`src/rtl/minion_bus_arbiter.sv`:
```
// minion_bus_arbiter: round-robin arbiter and sequencer sharing the 16-slot
// minion peripheral bus between master 0 (core LSU) and master 1 (debug/DMA).
//
// state  | meaning
// IDLE   | bus quiet, a pending request is granted this cycle
// ACCESS | registered ce/we strobe on the latched slot, no grant
// RESP   | owner gets rvalid/rdata/err, a pending request may be granted
module minion_bus_arbiter #(
    parameter logic [15:0] SLOT_MASK = 16'hFFFF
) (
    input  logic         clk,
    input  logic         rst,
    input  logic         m0_req,
    input  logic [31:0]  m0_addr,
    input  logic         m0_we,
    input  logic [3:0]   m0_be,
    input  logic [31:0]  m0_wdata,
    output logic         m0_gnt,
    output logic         m0_rvalid,
    output logic [31:0]  m0_rdata,
    output logic         m0_err,
    input  logic         m1_req,
    input  logic [31:0]  m1_addr,
    input  logic         m1_we,
    input  logic [3:0]   m1_be,
    input  logic [31:0]  m1_wdata,
    output logic         m1_gnt,
    output logic         m1_rvalid,
    output logic [31:0]  m1_rdata,
    output logic         m1_err,
    output logic [19:0]  bus_addr,
    output logic [31:0]  bus_wdata,
    output logic [3:0]   bus_be,
    output logic [15:0]  bus_ce,
    output logic [15:0]  bus_we,
    input  logic [511:0] bus_rdata
);

    typedef enum logic [1:0] {IDLE, ACCESS, RESP} state_t;

    state_t      state_q, state_d;
    logic        owner_q, owner_d;
    logic        last_q, last_d;
    logic        we_q, we_d;
    logic [3:0]  slot_q, slot_d;
    logic [19:0] addr_q, addr_d;
    logic [31:0] wdata_q, wdata_d;
    logic [3:0]  be_q, be_d;
    logic [15:0] ce_q, ce_d;
    logic [15:0] wen_q, wen_d;

    logic        accept;
    logic        win;
    logic [31:0] sel_addr;
    logic [3:0]  sel_slot;
    logic        resp;
    logic        slot_pop;
    logic [8:0]  rd_base;
    logic [31:0] rd_word;

    // Round-robin pick and the accept window; gnt is held low while in reset.
    always_comb begin
        win = 1'b0;
        if (m0_req && m1_req) begin
            win = ~last_q;
        end else if (m1_req) begin
            win = 1'b1;
        end
        accept   = (state_q == IDLE || state_q == RESP) && (m0_req || m1_req) && rst;
        m0_gnt   = accept && !win;
        m1_gnt   = accept && win;
        sel_addr = win ? m1_addr : m0_addr;
        sel_slot = sel_addr[23:20];
    end

    // Next state, payload capture at grant, and the one-hot strobes for ACCESS.
    always_comb begin
        state_d = state_q;
        owner_d = owner_q;
        last_d  = last_q;
        we_d    = we_q;
        slot_d  = slot_q;
        addr_d  = addr_q;
        wdata_d = wdata_q;
        be_d    = be_q;
        ce_d    = 16'h0000;
        wen_d   = 16'h0000;
        case (state_q)
            IDLE, RESP: begin
                state_d = IDLE;
                if (accept) begin
                    state_d = ACCESS;
                    owner_d = win;
                    last_d  = win;
                    we_d    = win ? m1_we : m0_we;
                    slot_d  = sel_slot;
                    addr_d  = sel_addr[19:0];
                    wdata_d = win ? m1_wdata : m0_wdata;
                    be_d    = win ? m1_be : m0_be;
                    if (SLOT_MASK[sel_slot]) begin
                        ce_d  = 16'h0001 << sel_slot;
                        wen_d = (win ? m1_we : m0_we) ? (16'h0001 << sel_slot) : 16'h0000;
                    end
                end
            end
            ACCESS:  state_d = RESP;
            default: state_d = IDLE;
        endcase
    end

    // State and latched transaction registers.
    always_ff @(posedge clk or negedge rst) begin
        if (!rst) begin
            state_q <= IDLE;
            owner_q <= 1'b0;
            last_q  <= 1'b1;
            we_q    <= 1'b0;
            slot_q  <= 4'h0;
            addr_q  <= 20'h0;
            wdata_q <= 32'h0;
            be_q    <= 4'h0;
            ce_q    <= 16'h0;
            wen_q   <= 16'h0;
        end else begin
            state_q <= state_d;
            owner_q <= owner_d;
            last_q  <= last_d;
            we_q    <= we_d;
            slot_q  <= slot_d;
            addr_q  <= addr_d;
            wdata_q <= wdata_d;
            be_q    <= be_d;
            ce_q    <= ce_d;
            wen_q   <= wen_d;
        end
    end

    // Response steering: read data passes straight from the selected slot.
    always_comb begin
        resp      = (state_q == RESP);
        slot_pop  = SLOT_MASK[slot_q];
        rd_base   = {slot_q, 5'd0};
        rd_word   = (resp && !we_q && slot_pop) ? bus_rdata[rd_base +: 32] : 32'h0;
        m0_rvalid = resp && !owner_q;
        m1_rvalid = resp && owner_q;
        m0_rdata  = m0_rvalid ? rd_word : 32'h0;
        m1_rdata  = m1_rvalid ? rd_word : 32'h0;
        m0_err    = m0_rvalid && !slot_pop;
        m1_err    = m1_rvalid && !slot_pop;
    end

    assign bus_addr  = addr_q;
    assign bus_wdata = wdata_q;
    assign bus_be    = be_q;
    assign bus_ce    = ce_q;
    assign bus_we    = wen_q;

endmodule
```
`config.mk`:
```
export PLATFORM = sky130hd
export DESIGN_NAME = minion_bus_arbiter
export DESIGN_NICKNAME = d
export VERILOG_FILES = /design/src/rtl/minion_bus_arbiter.sv
export SDC_FILE = /design/constraint.sdc
export NUM_CORES = 1
export LEC_CHECK = 0
export ABC_AREA = 1
export BUFFER_PORTS_ARGS = -buffer_cell sky130_fd_sc_hd__buf_2
export CORE_AREA = 2 2 315 317
export CTS_BUF_LIST = sky130_fd_sc_hd__clkbuf_8
export CTS_CLUSTER_SIZE = 12
export DETAILED_ROUTE_END_ITERATION = 10
export DIE_AREA = 0 0 317 319
export GPL_TIMING_DRIVEN = 0
export SETUP_SLACK_MARGIN = 0.5
export SLEW_MARGIN = 20
export SYNTH_ARGS = -nofsm -noshare
export SYNTH_HDL_FRONTEND = slang
export SYNTH_SLANG_ARGS = --single-unit
```
`constraint.sdc`:
```
create_clock -name clk -period 2.9 [get_ports clk]
set_input_delay 0.145 -clock clk [delete_from_list [all_inputs] [get_ports clk]]
set_output_delay 0.145 -clock clk [all_outputs]
set_load 0.05 [all_outputs]
```
==> metrics.json <==
{
  "sta": {
    "rsz0062_at_grt": "true",
    "final.hold.worst_slack_ps": 9.03,
    "relSlewSlack": 0.223,
    "period_minus_slack_ps": 2680,
    "setup_skew_ps": 16.2,
    "maxClockFrequency_mhz": 373,
    "timing_max_transition_violations_final": 0,
    "worst-slew-pin-transition_ps": 1170,
    "timing.final.crit_share": 0.925,
    "timing.final.hold_violations": 0,
    "setup_violations": 0
  },
  "critical_path": {
    "r2r-end": "bus_ce[3]$_DFF_PN0_",
    "ff2ff_setup_slack_ps": 670,
    "r2r.worst_path.cells": 7,
    "crit_path_end_kind": "output port",
    "crit-reg2reg-launch": "last_q$_DFFE_PN1P_",
    "worst_ep_arrival_time_ps": 2540,
    "cp-start-kind": "register",
    "worst-path-max-fanout": 10,
    "required_ps": 2760,
    "critical_path_class": "register to output port"
  },
  "power_and_ir_drop": {
    "power_uw": 10400,
    "pwr_density_cell_mw_per_mm2": 492,
    "leakagePower_uw": 0.0120,
    "combinationalPowerShare": 0.744,
    "switching_share": 0.574,
    "peak_vdd_ir_mv": 0.351,
    "share_clk_of_total_power": 0.096,
    "netSwitchingPower_uw": 5980,
    "power.sequential.fraction": 0.160,
    "internal_power_uw": 4450
  },
  "routing": {
    "vias": 17300,
    "drtIter0Drc": 1086,
    "final_routed_drc_violation_total": 0,
    "antenna_violating_nets_post_route": 0,
    "postRouteWirelength_um": 109000,
    "drt_first_pass_iters": 5,
    "route.detailed.vias_per_inst": 3.99,
    "wl_per_cell_um": 25.2
  },
  "global_route": {
    "antenna_found_initial": 49,
    "grt_start_max_net_pins": 72,
    "grt_pass1_wl_um": 141000,
    "grt_pass1_vias": 17300,
    "grt_use_total": 0.207,
    "grt_overflow": 0
  },
  "synth": {
    "syn_area_mm2": 0.0106,
    "seq_area_frac_synth": 0.229,
    "synthesis.area_per_instance_um2": 5.07,
    "synth_cells": 2089,
    "synthDistinctLibCells": 22,
    "ys_ff_latch": 97,
    "warnings_synthesis": 0
  },
  "floorplan": {
    "std_cell_rows": 115,
    "dieArea_mm2": 0.101,
    "fp.dieH_um": 319,
    "core_area_mm2": 0.0977,
    "horiz_die_dim_um": 317,
    "initial_utilization": 0.108,
    "io_pins": 812
  },
  "clocking": {
    "clk_path_buf_depth": 2,
    "clk-insertion-delay-late_ps": 440,
    "cts_tree": "yes",
    "clock_sink_count": 97,
    "htree_levels": 3,
    "ctsRootBufferMaster": "clkbuf_8",
    "clk_pin_slew_worst_paths_ps": 130,
    "cts_buffers": 9
  },
  "place": {
    "dpl_cell_area_mm2": 0.0163,
    "gp_routability_congestion": 0.797,
    "place_hpwl_um": 89800,
    "place.port_buffers": 793,
    "numPlacedInstances": 4172
  },
  "hold_path": {
    "hold_path_depth": 3,
    "hold-path-endpoint": "bus_addr[17]$_DFFE_PN0P_",
    "min_from": "m1_addr[17]",
    "tightest_hold_check_type": "input pin to register"
  },
  "cells_and_area": {
    "flow.area_growth_from_synthesis_pct": 99.8,
    "stdcell_count": 4334,
    "layout_common_cells": "nand2_1, buf_2, inv_1",
    "post-route-cell-area_mm2": 0.0212,
    "final_net_count": 3672,
    "leading_cell_type_in_the_layout_fill_and_taps_excluded": "nand2_1",
    "post_route_cells_drive_above_1_share": 0.421
  },
  "status": {
    "status": "finished, final reports clean"
  },
  "job": {
    "timing.max_cap.violations": 0
  }
}
cells in the mapped netlist:
master / number / share of area
nand2_1: 888 / 0.31
nand3_1: 447 / 0.21
inv_1: 397 / 0.14
dfrtp_1: 96 / 0.23
nor2_1: 86 / 0.030
clkbuf_1: 78 / 0.028
buf_2: 30 / 0.014
buf_1: 24 / 0.0085
nor3_1: 15 / 0.0071
o21ai_0: 9 / 0.0042
buf_4: 5 / 0.0035
buf_6: 2 / 0.0021
clkinv_1: 2 / 0.00071
inv_2: 2 / 0.00071
conb_1: 1 / 0.00035
dfstp_2: 1 / 0.0025
mux2i_1: 1 / 0.00094
nand2_2: 1 / 0.00059
nor3_2: 1 / 0.00094
nor3_4: 1 / 0.0015
o21ai_1: 1 / 0.00047
or2_1: 1 / 0.00059
flip-flops by register name, summed over array words and instances (netlist names):
| name | count |
|---|---|
| bus_addr | 20 |
| bus_be | 4 |
| bus_ce | 16 |
| bus_wdata | 32 |
| bus_we | 16 |
| last_q | 1 |
| owner_q | 1 |
| slot_q | 4 |
| state_q | 2 |
| we_q | 1 |
per-layer routing:
metal | up-vias | global-route usage | wire (um)
li1 | 8131 | - | -
met5 | - | 0 | 65
met3 | 185 | 0.0304 | 6560
met1 | 8085 | 0.242 | 43300
met2 | 893 | 0.380 | 55500
met4 | 10 | 0.0662 | 3930
power groups by stage:
| stage | registers [uW] | clock network, uW | logic, uW |
|---|---|---|---|
| after floorplan | 2220 | 0 | 2380 |
| after global placement | 1680 | 0 | 5980 |
| after detailed placement | 1680 | 0 | 6020 |
| after CTS | 1670 | 1050 | 7610 |
| after global routing | 1690 | 1080 | 8270 |
| final | 1660 | 1000 | 7760 |
area by class of cell:
| cell class | instances | area, um^2 |
|---|---|---|
| Antenna cell | 25 | 62.6 |
| Sequential cell | 97 | 2430 |
| Fill cell | 11200 | 76500 |
| Clock buffer | 9 | 124 |
| Buffer | 139 | 1540 |
| Inverter | 401 | 1540 |
| Timing Repair Buffer | 917 | 5860 |
| Clock inverter | 6 | 68.8 |
| Multi-Input combinational cell | 1453 | 7940 |
| Tap cell | 1287 | 1610 |
worst max path at each step:
stage                     startpoint                    end  slack, ps  cells past startpoint
2_1_floorplan  slot_q[1]$_DFFE_PN0P_           m0_rdata[22]        790                      9
3_3_place_gp                     rst  slot_q[2]$_DFFE_PN0P_      -1420                      7
3_5_place_dp   slot_q[2]$_DFFE_PN0P_           m0_rdata[30]       -950                      8
4_1_cts        slot_q[1]$_DFFE_PN0P_            m1_rdata[3]        110                      9
5_1_grt        slot_q[0]$_DFFE_PN0P_            m1_rdata[0]        100                     14
6_report       slot_q[0]$_DFFE_PN0P_            m0_rdata[0]        220                     12
logic make-up (layout without fill, tap and decap cells):
logic type,count (synthesis),count (layout),synth area share
AOI/OAI and AO/OA,10,10,0.00472
and+or+nand+nor,1440,1440,0.567
DFF,97,97,0.229
muxes,1,1,0.000945
other,1,27,0.000354
buffers and inverters,540,1472,0.198
timing repair:
action                                  in CTS  in global routing
hold endpoints to repair                   118                  0
setup buffers                                5                  3
hold buffers                               105                  0
resized for setup                          740                163
endpoints found under the setup margin      81                 78
cloned                                       8                  1
pin swaps                                   93                 74
stage by stage:
stage / setup slack (ps) / TNS (ps) / utilization
2_1_floorplan: 791 / 0 / -
3_3_place_gp: -1420 / -161460 / 0.166
3_5_place_dp: -950 / -37910 / 0.166
4_1_cts: 113 / 0 / 0.209
5_1_grt: 95.3 / 0 / 0.217
6_report: 218 / 0 / 0.217
critical path, stage by stage (launching register included):
cell       delay (ps)
dfrtp_2           440
buf_12            180
clkinv_16          90
clkbuf_16         210
buf_8             170
nand2_1           110
nand3_4           120
nand3_4           110
nand3_1            90
nand2_2           150
nand2_4           120
nor2_4            110
buf_6             160
Power figures use the tool's default switching activity.
